### config.mk
export PLATFORM = sky130hd
export DESIGN_NAME = seg_pair_decoder
export DESIGN_NICKNAME = d
export VERILOG_FILES = /design/src/rtl/seg_pair_decoder.sv
export SDC_FILE = /design/constraint.sdc
export NUM_CORES = 1
export LEC_CHECK = 0
export BUFFER_PORTS_ARGS = -buffer_cell sky130_fd_sc_hd__buf_2
export CAP_MARGIN = 20
export CORE_MARGIN = 4
export CORE_UTILIZATION = 44
export DETAILED_ROUTE_END_ITERATION = 7
export PLACE_DENSITY = 0.65
export SLEW_MARGIN = 20
export SYNTH_ARGS = -nofsm -noshare
export SYNTH_HDL_FRONTEND = slang
export SYNTH_SLANG_ARGS = --single-unit
### constraint.sdc
create_clock -name clk -period 2.6 [get_ports clk]
set_input_delay 0.52 -clock clk [delete_from_list [all_inputs] [get_ports clk]]
set_output_delay 0.52 -clock clk [all_outputs]
set_load 0.03 [all_outputs]
### src/rtl/seg_pair_decoder.sv
// seg_pair_decoder: recovers a byte from a two-digit multiplexed seven-segment bus.
// Define SEG_DP_CHECK_EN to reject patterns with the decimal point lit.
module seg_pair_decoder #(
  parameter int STABLE_CYCLES = 4
) (
  input  logic       clk,
  input  logic       rst,
  input  logic [7:0] seg_bus,
  input  logic [1:0] digit_sel,
  output logic [7:0] value,
  output logic       value_valid,
  output logic       pattern_error,
  output logic       busy
);
  typedef enum logic [1:0] {IDLE, HALF, EMIT} state_t;
  localparam logic [7:0] SC = 8'(STABLE_CYCLES);
  localparam logic [7:0] SC1 = 8'(STABLE_CYCLES - 1);
  state_t state;
  logic [9:0] prev;
  logic [7:0] cnt, cnt_nxt;
  logic [3:0] n1, n2, nn1, nn2, nib;
  logic have1, have2, h1, h2, one_hot, changed, accept, glyph, ok, emit;
  always_comb begin
    one_hot = (digit_sel == 2'b01) || (digit_sel == 2'b10);
    changed = {digit_sel, seg_bus} != prev;
    cnt_nxt = !one_hot ? 8'd0 : changed ? 8'd1 : (cnt == SC) ? cnt : cnt + 8'd1;
    accept = one_hot && !changed && cnt == SC1;
    glyph = 1'b1;
    nib = 4'h0;
    case (seg_bus[6:0])
      7'h3F: nib = 4'h0;
      7'h06: nib = 4'h1;
      7'h5B: nib = 4'h2;
      7'h4F: nib = 4'h3;
      7'h66: nib = 4'h4;
      7'h6D: nib = 4'h5;
      7'h7D: nib = 4'h6;
      7'h07: nib = 4'h7;
      7'h7F: nib = 4'h8;
      7'h6F: nib = 4'h9;
      7'h77: nib = 4'hA;
      7'h7C: nib = 4'hB;
      7'h39: nib = 4'hC;
      7'h5E: nib = 4'hD;
      7'h79: nib = 4'hE;
      7'h71: nib = 4'hF;
      default: glyph = 1'b0;
    endcase
`ifdef SEG_DP_CHECK_EN
    ok = glyph && !seg_bus[7];
`else
    ok = glyph;
`endif
    h1 = have1 || (accept && ok && digit_sel[0]);
    h2 = have2 || (accept && ok && digit_sel[1]);
    nn1 = (accept && digit_sel[0]) ? nib : n1;
    nn2 = (accept && digit_sel[1]) ? nib : n2;
    emit = h1 && h2;
  end
  // Flags carry the pending state; the enum mirrors them and marks the emit cycle.
  always_ff @(posedge clk or posedge rst) begin
    if (rst) begin
      prev <= '0;
      cnt <= '0;
      n1 <= '0;
      n2 <= '0;
      have1 <= 1'b0;
      have2 <= 1'b0;
      value <= '0;
      value_valid <= 1'b0;
      pattern_error <= 1'b0;
      busy <= 1'b0;
      state <= IDLE;
    end else begin
      prev <= {digit_sel, seg_bus};
      cnt <= cnt_nxt;
      value_valid <= 1'b0;
      pattern_error <= 1'b0;
      if (accept && !ok) begin
        pattern_error <= 1'b1;
        have1 <= 1'b0;
        have2 <= 1'b0;
        n1 <= '0;
        n2 <= '0;
        busy <= 1'b0;
        state <= IDLE;
      end else begin
        n1 <= nn1;
        n2 <= nn2;
        have1 <= h1 && !emit;
        have2 <= h2 && !emit;
        busy <= h1 ^ h2;
        state <= emit ? EMIT : (h1 ^ h2) ? HALF : IDLE;
        if (emit) begin
          value <= {nn1, nn2};
          value_valid <= 1'b1;
        end
      end
    end
  end
endmodule

==> out/metrics.yaml <==
status: "finished, violations left"
violations: "negative setup slack"
whs_ps: 80.86
grt_pass1_vias: 1518
skew_ps: 5.403
post_drt_wl_per_cell_um: 13.69
start_util_pct: 46.23
firstDrtPassIters: 4
core_area_mm2: 0.004414
yosys.area.top_type: "dfrtp_1"
synth_nets: 210
grtUsageMet2_pct: 22.86
power_density_mw_per_mm2: 494.6
yosys_warnings: 0
setup_viol_count_final: 1
synthArstFlopShare_pct: 100.0
nNetsFinal: 257
clock-sinks: 39
cp_data_arrival_time_ps: 2790
ys_seq_area_share_pct: 47.82
routed_wl_um: 4010
vias_per_cell: 5.106
grt_pass1_wl_um: 7065
synth_edf_count: 0
avgSynthCellArea_um2: 10.57
slew_headroom_pct: 57.78
critPathMaxFanout: 4
hold_viol: 0
die_y_um: 76.10
final.setup.tns_ps: -25.45
yosysMostFrequentCell: "dfrtp_1"
hpwl_um: 2931
endpoint_kind: "flip-flop"
clk_latency_ps: 290
areaGrowthSynthToFinish_pct: 22.75
period_minus_slack_ps: 2625
synth_cells: 193
hp-class: "in2async"
clk_pin_slew_ps: 80
antenna_found_initial: 0
synth_commonest_cells: "39 x dfrtp_1, 25 x nor2_1, 17 x xor2_1"
remaining_drc_errors: 0
leakage_nw: 1.341
h-tree-depth: 2
fillers: 389
port_buffers: 22
final_antenna_net_count: 0
finalCritPeriodShare_pct: 101.0
max_freq_mhz: 380.9
use_met3_pct: 3.546
ys_seq_elements: 39
dieArea_mm2: 0.005791
overflow: 0
vias: 1496
worst_pin_slew_ps: 629.0
cts_buffer_depth: 2
cts_buffers: 5
synth_top_cell_area_share_pct: 47.82
synth_flop_cell: "dfrtp_1"
netlist_area_mm2: 0.002041
cts_tree: "built"
dp_worst_setup_slack_ps: -81.46
gp_congestion: 0.8295
met1_usage_pct: 19.57
synth.area.top_cells: "dfrtp_1 48%, mux2i_1 7.8%, xor2_1 7.3%"
busiest_layer: "met2"
n_antenna_cell: 0
critPathLaunchType: "flip-flop"
postCtsHoldBufs: 0
rows: 24
rsz0062_at_grt: "yes"
dr.first_iter.drc_count: 17
groute.usage.overall_pct: 14.81
clockRootBuffer: "clkbuf_8"
maxCapViolations: 0
num_io_pins: 23
fin_ws_ps: -25.45
drive_gt1_share_pct: 31.54
synth_cell_types: 44
post-place-cells: 284
grt_max_degree: 37
required_ps: 2770
instances_no_fill: 293
utilization_pct: 56.75
critPathKind: "reg2reg"
slew_viol_final: 0
die_w_um: 76.10
ir_drop_mv: 0.2472
-- worst max-delay path: stages (launching register included) --
cell	delay, ps
dfrtp_1	410
or4_4	570
nor4b_4	320
or3b_4	430
nor2_4	90
or2_1	140
ha_2	190
o21ai_2	70
buf_6	140
mux2i_2	140
-- power breakdown --
| part | switching (W) | leakage, nW | total, W | internal (W) |
|---|---|---|---|---|
| sequential | 0.00000490 | 0.478 | 0.000620 | 0.000615 |
| combinational | 0.0000646 | 0.805 | 0.000110 | 0.0000457 |
| clock | 0.000223 | 0.0581 | 0.000508 | 0.000286 |
| total | 0.000292 | 1.34 | 0.00124 | 0.000947 |
-- kinds of logic after synthesis --
logic type | Yosys count | synth area share (%)
mux | 16 | 7.848
fa+ha+maj | 5 | 3.066
buf+inv | 24 | 5.824
simple gates | 70 | 20.29
compound gates | 21 | 7.419
xor+xnor | 18 | 7.725
flops | 39 | 47.82
-- layout make-up --
type / instances / area (um^2) / area share [%]
clock buffers: 5 / 68.82 / 2.747
clock inverters: 3 / 43.79 / 1.748
inverters: 14 / 52.55 / 2.098
multi-input cells: 130 / 970.9 / 38.76
flip-flops and latches: 39 / 975.9 / 38.96
well taps: 52 / 65.06 / 2.597
repair buffers: 50 / 327.8 / 13.09
-- layout by cell type, fill, tap and decap left out, types with 2 or more instances in the layout --
master	count
clkbuf_8	5
or3b_4	2
buf_2	22
and3_2	2
o21ai_2	2
nand3_1	6
buf_4	26
dfrtp_1	39
a311o_1	2
a21oi_1	3
nand2b_1	2
nand2_1	8
o2111ai_1	2
o21ai_0	4
nor2b_1	4
ha_1	4
buf_6	2
nor2_1	23
inv_1	14
o211ai_1	3
nand4_1	4
mux2i_1	15
nand3b_1	2
nor4_2	2
or2_1	2
xor2_1	17
-- repair_timing --
action | in CTS | in global routing
gates resized for setup | 0 | 10
endpoints found under the setup margin | 0 | 8
setup buffers | 0 | 1
endpoints found under the hold margin | 0 | 0
-- per-stage QoR --
| step | instance area, um^2 | power, W |
|---|---|---|
| global route | 2505 | 0.001301 |
| detailed placement | 2352 | 0.0007427 |
| CTS | 2465 | 0.001254 |
| floorplan | 2044 | 0.0006980 |
| global placement | 2352 | 0.0007407 |
| finish | 2505 | 0.001239 |
-- final timing paths --
| check | end | cells after the start | startpoint | slack [ps] |
|---|---|---|---|---|
| hold / removal | cnt[2] | 2 | rst | 80 |
| hold reg to reg | value[7] | 2 | value[7] | 520 |
| max in group asynchronous | pattern_error | 3 | rst | 1860 |
| min in group clk | prev[7] | 1 | seg_bus[7] | 350 |
| setup / recovery | value[1] | 9 | cnt[4] | -30 |
| setup reg to reg | value[1] | 9 | cnt[4] | -30 |
-- sequential cells by signal, summed over array words and instances, names as in the netlist --
register	cells
prev	10
cnt	8
value	8
n1	4
n2	4
busy	1
have1	1
have2	1
pattern_error	1
value_valid	1
-- metal layers --
layer	wire length, um	vias to the layer above
li1	-	748
met1	1853	719
met2	1943	20
met3	116	9
met4	96	0
met5	0	-
No activity file was read; power rests on OpenSTA's default activity.
